## src/rtl/mem_pkg.sv

```systemverilog
// Shared definitions for the MEM-stage data-memory access path.
package mem_pkg;

  localparam logic [1:0] SZ_BYTE = 2'b00;
  localparam logic [1:0] SZ_HALF = 2'b01;
  localparam logic [1:0] SZ_WORD = 2'b10;

  typedef enum logic [1:0] {
    ST_IDLE = 2'b00,
    ST_REQ  = 2'b01,
    ST_DONE = 2'b10
  } mem_state_t;

  localparam int TIMEOUT_DEF = 256;
  localparam int NUM_LANES   = 4;

  // Load formatting context captured when the request is launched.
  typedef struct packed {
    logic [1:0] off;
    logic [1:0] size;
    logic       uns;
    logic       rd;
  } ld_ctl_t;

  // Byte enables for a given size/offset; size 2'b11 behaves as a word.
  function automatic logic [NUM_LANES-1:0] byte_en(input logic [1:0] size, input logic [1:0] off);
    case (size)
      SZ_BYTE: byte_en = 4'b0001 << off;
      SZ_HALF: byte_en = 4'b0011 << off;
      default: byte_en = 4'b1111;
    endcase
  endfunction

  // Replicate store data across every lane it could land in.
  function automatic logic [31:0] lane_wdata(input logic [1:0] size, input logic [31:0] wd);
    case (size)
      SZ_BYTE: lane_wdata = {4{wd[7:0]}};
      SZ_HALF: lane_wdata = {2{wd[15:0]}};
      default: lane_wdata = wd;
    endcase
  endfunction

endpackage

```

## src/rtl/mem_load_align.sv

```systemverilog
// Combinational load lane select and sign/zero extension.
module mem_load_align
  import mem_pkg::*;
(
  input  logic [31:0] rdata,
  input  logic [1:0]  off,
  input  logic [1:0]  size,
  input  logic        uns,
  output logic [31:0] result
);

  logic [7:0]  b;
  logic [15:0] h;

  // Pick the addressed lane, then extend from its MSB unless unsigned.
  always_comb begin
    b = rdata[{off, 3'b000} +: 8];
    h = off[1] ? rdata[31:16] : rdata[15:0];
    case (size)
      SZ_BYTE: result = {{24{~uns & b[7]}}, b};
      SZ_HALF: result = {{16{~uns & h[15]}}, h};
      default: result = rdata;
    endcase
  end

endmodule

```

## src/rtl/mem_access_unit.sv

```systemverilog
// MEM-stage data-memory access unit: req/ack port sequencing, byte-lane
// steering and load formatting. Optional MEM_TIMEOUT_EN adds a REQ-state
// watchdog that aborts an unacknowledged access after TIMEOUT_CYCLES.
module mem_access_unit
  import mem_pkg::*;
#(
  parameter int ADDR_W         = 32,
  parameter int TIMEOUT_CYCLES = TIMEOUT_DEF
) (
  input  logic              clk,
  input  logic              rst_n,
  input  logic [ADDR_W-1:0] ALU_result_MEM,
  input  logic [31:0]       Write_data_MEM,
  input  logic              MemRead_MEM,
  input  logic              MemWrite_MEM,
  input  logic [1:0]        MemSize_MEM,
  input  logic              MemUnsigned_MEM,
  output logic [31:0]       Read_data_MEM,
  output logic              stall_MEM,
  output logic              align_err,
  output logic              mem_req,
  output logic              mem_we,
  output logic [ADDR_W-1:0] mem_addr,
  output logic [3:0]        mem_be,
  output logic [31:0]       mem_wdata,
  input  logic              mem_ack,
  input  logic [31:0]       mem_rdata
);

  mem_state_t  state;
  ld_ctl_t     ctl;
  logic [1:0]  off;
  logic        valid, misal, err, start, to_hit;
  logic [31:0] ld_data;

  assign off   = ALU_result_MEM[1:0];
  assign valid = MemRead_MEM | MemWrite_MEM;
  // size[1] covers both the word code and the reserved 2'b11
  assign misal = ((MemSize_MEM == SZ_HALF) & off[0]) | (MemSize_MEM[1] & (off != 2'b00));
  assign err   = valid & (misal | (MemRead_MEM & MemWrite_MEM));
  assign start = valid & ~err;

  mem_load_align u_align (
    .rdata  (mem_rdata),
    .off    (ctl.off),
    .size   (ctl.size),
    .uns    (ctl.uns),
    .result (ld_data)
  );

`ifdef MEM_TIMEOUT_EN
  localparam int CNT_W = $clog2(TIMEOUT_CYCLES + 1);
  logic [CNT_W-1:0] to_cnt;

  assign to_hit = (state == ST_REQ) & ~mem_ack & (to_cnt == CNT_W'(TIMEOUT_CYCLES - 1));

  // Watchdog: zero outside REQ so every access starts from a clean count.
  always_ff @(posedge clk or negedge rst_n) begin
    if (!rst_n)                      to_cnt <= '0;
    else if (state != ST_REQ)        to_cnt <= '0;
    else if (!mem_ack)               to_cnt <= to_cnt + 1'b1;
  end
`else
  assign to_hit = 1'b0;
`endif

  assign stall_MEM = ((state == ST_IDLE) & start) | (state == ST_REQ);
  assign align_err = ((state == ST_IDLE) & err) | to_hit;

  // Access sequencer; memory-port outputs are registered and frozen in REQ.
  always_ff @(posedge clk or negedge rst_n) begin
    if (!rst_n) begin
      state         <= ST_IDLE;
      mem_req       <= 1'b0;
      mem_we        <= 1'b0;
      mem_addr      <= '0;
      mem_be        <= '0;
      mem_wdata     <= '0;
      Read_data_MEM <= '0;
      ctl           <= '0;
    end else begin
      case (state)
        ST_IDLE: begin
          if (start) begin
            mem_addr  <= {ALU_result_MEM[ADDR_W-1:2], 2'b00};
            mem_we    <= MemWrite_MEM;
            mem_be    <= byte_en(MemSize_MEM, off);
            mem_wdata <= lane_wdata(MemSize_MEM, Write_data_MEM);
            ctl       <= '{off: off, size: MemSize_MEM, uns: MemUnsigned_MEM, rd: MemRead_MEM};
            mem_req   <= 1'b1;
            state     <= ST_REQ;
          end else if (err) begin
            Read_data_MEM <= '0;
          end
        end
        ST_REQ: begin
          if (mem_ack) begin
            Read_data_MEM <= ctl.rd ? ld_data : 32'h0;
            mem_req       <= 1'b0;
            state         <= ST_DONE;
          end else if (to_hit) begin
            Read_data_MEM <= 32'h0;
            mem_req       <= 1'b0;
            state         <= ST_DONE;
          end
        end
        // one free cycle so MEM/WB captures the result; inputs are ignored
        default: state <= ST_IDLE;
      endcase
    end
  end

endmodule
```

## config.mk

```make
export PLATFORM = sky130hd
export DESIGN_NAME = mem_access_unit
export DESIGN_NICKNAME = d
export VERILOG_FILES = /design/src/rtl/mem_pkg.sv /design/src/rtl/mem_load_align.sv /design/src/rtl/mem_access_unit.sv
export SDC_FILE = /design/constraint.sdc
export NUM_CORES = 1
export LEC_CHECK = 0
export CORE_AREA = 2 2 129 68
export CTS_BUF_LIST = sky130_fd_sc_hd__clkbuf_4
export DETAILED_ROUTE_END_ITERATION = 10
export DIE_AREA = 0 0 131 70
export DONT_BUFFER_PORTS = 1
export MAX_ROUTING_LAYER = met4
export PLACE_DENSITY = 0.86
export RECOVER_POWER = 25
export SYNTH_ARGS = -nofsm -noshare
export SYNTH_HDL_FRONTEND = slang
export SYNTH_SLANG_ARGS = --single-unit
```

## constraint.sdc

```tcl
create_clock -name clk -period 3.75 [get_ports clk]
set_clock_uncertainty 0.15 [all_clocks]
set_input_delay 0.75 -clock clk [delete_from_list [all_inputs] [get_ports clk]]
set_output_delay 0.75 -clock clk [all_outputs]
set_load 0.02 [all_outputs]
```

==> run metrics, run 1 <==
Critical Path AT=1910 ps; Die Y=70 um; H-tree depth=3; dpl hpwl=9300 um; post-synthesis cell count=428; Worst setup SP type=register; clock sink total=108; slew at the pin closest to its max-slew limit=2590 ps; CTS root buf=clkbuf_4; run status=complete, but fails checks; Starting Density=61.6%; Layout Nets=518; top-level I/O count=208; DRT iter0 DRCs=262; Cells on Worst Hold Path=1; drt total wl=12800 um; Post-Syn Area=5090 sq um; Synth-to-Final Area Change=2.80%; wire per inst=23.9 um; hold worst-path end=ctl[0]; Critical Path, Cell by Cell=nor2_1, nand2_1, buf_4, or2_1, nand2_1, buf_4; final worst path period need=2810 ps; DR vias=3453; Pins Over Slew Limit=109; Max Cap Viol=1; GRT Overall Usage=28.8%; Synth Warn #=0; Inserted Diodes=0; number of synthesized flops with an enable pin=0; total chip power=0.00387 W; CP bufs+invs=2; worst hold path class=input port to register; primary flip-flop cell chosen by synthesis mapping=dfrtp_1; Synth Register Bits=108; clk_lat worst skew=470 ps; GP Congestion=0.955; ys async rst share=100%; PwrDens=739 nW/um^2; Num CTS Buffers=9; DRC errors left=0; FF-to-FF Start=ctl[5]; Die W=131 um; Reg clk slew, reported paths=170 ps; sequential share of the synthesized area=53.1%; global route total overflow=0; CTS tree=yes; Final Hold Fails=0; Slew Limit Headroom=-72.7%; I/O Buffers=0; cts repair resizes=0; f_max=356 MHz; share of cells above drive strength 1=22.2%; FF-to-FF End=Read_data_MEM[13]; Post-DRT Antenna Nets=0; Max Root-Sink Buffers=2; hold_sp=MemWrite_MEM; initial antenna violation count=0; R2R setup slack=1200 ps; CP Class=register to primary output; core area=8260 sq um; CP max-delay cell=dfrtp_1; setup TNS=0 ps; failing checks=max-capacitance violations, max-slew violations; maximum fanout along the worst path=21; P_leak=2.37 nW; library cells used by synthesis=44; RSZ-0062 raised after global routing=false; syn avg cell area=11.9 sq um; CP max stage delay=420 ps; post-CTS setup buffers=0; Worst IR Drop VDD=0.363 mV; Vias per Instance=6.45; fillers=661; num rows=24; vias in the first global route=3344; final hold slack=210 ps; CP Capture Type=primary output; Worst Path Required=2850 ps; largest net degree at the start of global routing=109; Final Setup Violations=0; first-pass GRT wire length=19200 um; final worst-path cycle share=74.9%; Pre-antenna DRT Iters=5; die area=9170 sq um; Hold Buf Count CTS=1; r2r worst-path depth=4; Worst path top cell family by delay=simple AND/OR/NAND/NOR gates
[power breakdown]
| group | internal, W | switching, W | leakage, nW | total, W |
|---|---|---|---|---|
| sequential | 0.00155 | 0.000858 | 1.35 | 0.00241 |
| combinational | 0.000458 | 0.000444 | 0.954 | 0.000902 |
| clock | 0.000148 | 0.000403 | 0.0668 | 0.000552 |
[cell usage after synthesis, types with 9 or more instances]
cell type  count  area (sq um)
a21o_1        15           113
a21oi_1       18          90.1
nand2b_1       9          56.3
o2bb2ai_1     19           166
dfrtp_1      108          2700
o21ai_0       32           160
inv_1         13          48.8
mux2i_1       26           260
nand2_1       28           105
clkbuf_1      11          41.3
mux2_2        59           664
buf_2         14          70.1
[area by class of cell]
cell class	instances	area [sq um]	area share [%]
Timing Repair Buffer	7	50.0	0.957
Tap cell	117	146	2.80
Inverter	14	52.6	1.00
Clock buffer	9	67.6	1.29
Sequential cell	108	2700	51.7
Multi-Input combinational cell	274	2160	41.2
Clock inverter	6	56.3	1.08
[through the flow]
stage	util (%)	instance area [sq um]	worst slack (ps)	instances
floorplan	-	5090	962	429
global placement	61.8	5100	1160	519
detailed placement	61.8	5100	1100	519
CTS	63.6	5250	930	535
global route	63.3	5230	626	535
finish	63.3	5230	941	535
[sequential cells by signal (all words and copies together) (netlist names)]
register,cells
mem_addr,30
Read_data_MEM,32
mem_wdata,32
mem_be,4
mem_we,1
ctl,6
mem_req,1
state,2
[cell usage in the layout (no fill, tap or decap), types with 8 or more instances in the layout]
cell type    n
a21o_1      15
a21oi_1     18
a221oi_1     8
clkbuf_4     9
dfrtp_1    108
inv_1       13
mux2_2      59
mux2i_1     26
nand2_1     28
nand2b_1     9
nor2_1       8
o21ai_0     32
o2bb2ai_1   19
[routing by layer]
layer,GRT usage (%),share of wire (%),vias to the layer above
met5,-,0,-
met4,7.68,1.2,0
met3,11.3,12,18
met2,35.4,40,223
met1,43.8,47,1680
li1,-,-,1532
[cells by family after synthesis]
kind of cell	count (synthesis)	synth area share, %
XOR/XNOR	1	0.172
AND/OR/NAND/NOR	64	6.44
other	1	0.0737
buffers and inverters	47	4.70
multiplexers	86	18.6
flip-flops	108	53.1
AO/OA/AOI/OAI	121	16.9
[worst max-delay path by stage]
stage | startpoint | to | depth (start not counted)
after floorplan | MemSize_MEM[0] | stall_MEM | 7
after detailed placement | MemWrite_MEM | stall_MEM | 6
after global placement | MemWrite_MEM | stall_MEM | 6
final | state[1] | stall_MEM | 6
after CTS | state[1] | stall_MEM | 6
after global routing | rst_n | Read_data_MEM[15] | 1
Power figures use the tool's default switching activity.
==> run 2: changes to the inputs <==
- CORE_AREA: 2 2 129 68 -> 2 2 135 71
- DIE_AREA: 0 0 131 70 -> 0 0 137 73
- PLACE_DENSITY: 0.86 -> 0.82
- clock period: 3.75 -> 2.5 ns (I/O delays scaled with it)
==> run 2 against run 1 <==
Against the previous run:
- the flow finishes with violations (negative hold slack)
- global-route usage shrank 2.0 points
- flip-flop and latch count stayed put
- cell area grew 9.1%
- non-clock buffer count rose by 44
- hold slack worse by 640 ps
- wire length grew 5.3%
- die area increased by 9.1%
- final cell count up 9.2%
- sequential share of layout area fell by 4.3 points
- setup slack got worse by 770 ps
- combinational power rose by 65%
- total power grew 54%
- critical path type unchanged
- critical endpoint is now align_err
- highest routed layer unchanged
==> run metrics, run 2 (synthesis gave the netlist of run 1 again) <==
slew at the pin closest to its max-slew limit=987 ps (-1600 ps); fin cells=584 (+9.2%); Starting Density=56.5% (-5.1 points); Post-DRT Antenna Nets=0 (unchanged); CTS root buf=clkbuf_4; Placed Instances=529 (+1.9%); failing checks=negative hold slack; final worst-path cycle share=93.3%; DR vias=3700 (+7.2%); commonest non-fill, non-tap cell in the layout=dfrtp_1; H-tree depth=3 (unchanged); Worst Path Required=1850 ps (-1000 ps); PnR worst setup slack=167 ps (-773 ps); clk_lat worst skew=450 ps (-20 ps); core area=9010 sq um (+9.1%); first-pass GRT wire length=19400 um (+0.90%); FF-to-FF End=Read_data_MEM[28]; pre-CTS setup slack=159 ps (-942 ps); RSZ-0062 raised after global routing=false; R2R setup slack=400 ps (-800 ps); largest net degree at the start of global routing=109 (unchanged); global route total overflow=0 (unchanged); CP Capture Type=primary output; Vias per Instance=6.34 (-1.8%); Critical Path AT=1680 ps (-230 ps); Final Setup Violations=0 (unchanged); vias in the first global route=3416 (+2.2%); GP Congestion=0.893 (-6.5%); Die W=137 um (+4.6%); most frequent cells in the layout=dfrtp_1, mux2_2, dlygate4sd3_1; r2r worst-path depth=4 (unchanged); maximum fanout along the worst path=20 (-4.8%); GRT Overall Usage=26.8% (-2.0 points); drt total wl=13500 um (+5.3%); f_max=429 MHz; Die Y=73 um (+4.3%); I/O Buffers=0 (unchanged); Num CTS Buffers=9 (unchanged); Max Root-Sink Buffers=2 (unchanged); num rows=25 (+4.2%); Worst IR Drop VDD=0.597 mV (+64%); setup TNS=0 ps (unchanged); Regs by FF count=Read_data_MEM (32), mem_wdata (32), mem_addr (30); P_leak=2.57 nW (+8.6%); dpl hpwl=9590 um (+3.1%); Slew Limit Headroom=34.0% (+110 points); PwrDens=1040 nW/um^2 (+41%); initial antenna violation count=0 (unchanged); Inserted Diodes=0 (unchanged); Pre-antenna DRT Iters=4 (-1); Reg clk slew, reported paths=150 ps (-20 ps); Layout Nets=562 (+8.5%); Worst setup SP type=register; post-CTS setup buffers=0 (unchanged); share of cells above drive strength 1=21.4% (-0.87 points); clock sink total=108 (unchanged); CTS tree=yes; CP Class=register to primary output; die area=10000 sq um (+9.1%); wire per inst=23.1 um (-3.6%); top-level I/O count=208 (unchanged); Max Cap Viol=0 (-1); final worst path period need=2330 ps; Final Hold Fails=108 (+108); DRT iter0 DRCs=319 (+22%); FF-to-FF Start=ctl[3]; worst hold path class=input port to asynchronous set/reset pin; final hold slack=-432 ps (-642 ps); Synth-to-Final Area Change=12.2%; Pins Over Slew Limit=0 (-100%); run status=complete, but fails checks; DRC errors left=0 (unchanged)
run 2: worst max path at each step:
stage                   start                 to  slack, ps  cells after the start
3_5_place_dp           ctl[5]  Read_data_MEM[28]        160                      4
2_1_floorplan  MemSize_MEM[0]          stall_MEM        210                      7
5_1_grt              state[1]          align_err         40                      4
3_3_place_gp           ctl[5]  Read_data_MEM[24]        350                      4
4_1_cts              state[0]          align_err         40                      4
6_report             state[0]          align_err        170                      4
run 2: metal layers:
layer	vias to the layer above	GRT usage, %	share of wire, %
li1	1615	-	-
met1	1842	37.1	43
met2	228	36.0	44
met3	15	11.9	13
met4	0	6.07	0.72
met5	-	-	0
run 2: power breakdown:
part           internal, W  switching [W]
sequential         0.00233        0.00124
combinational     0.000753       0.000737
clock             0.000310       0.000570
run 2: area by class of cell:
class,instances,area [sq um]
Fill cell,684,3300
Tap cell,121,151
Clock inverter,7,72.6
Clock buffer,9,67.6
Timing Repair Buffer,51,493
Sequential cell,108,2700
Inverter,14,52.6
Multi-Input combinational cell,274,2170
run 2: timing repair:
action / in CTS / in global routing
endpoints found under the hold margin: 110 / 145
resized for setup: 0 / 2
setup endpoints to repair: 0 / 16
hold buffers: 2 / 37
run 2: through the flow:
stage | hold WS (ps) | util, % | power, W | cell area (sq um)
after global placement | 56.1 | 57.3 | 0.00490 | 5160
after detailed placement | 56.1 | 57.3 | 0.00500 | 5160
after floorplan | 54.4 | - | 0.00459 | 5090
after CTS | -467 | 59.1 | 0.00588 | 5330
after global routing | -508 | 63.4 | 0.00626 | 5710
final | -432 | 63.4 | 0.00594 | 5710
run 2: worst max-delay path, cell delays in order, from the launching register on:
cell and delay, ps:
dfrtp_1 420, nor2_1 210, nand2_1 110, buf_4 230, nor2b_2 270
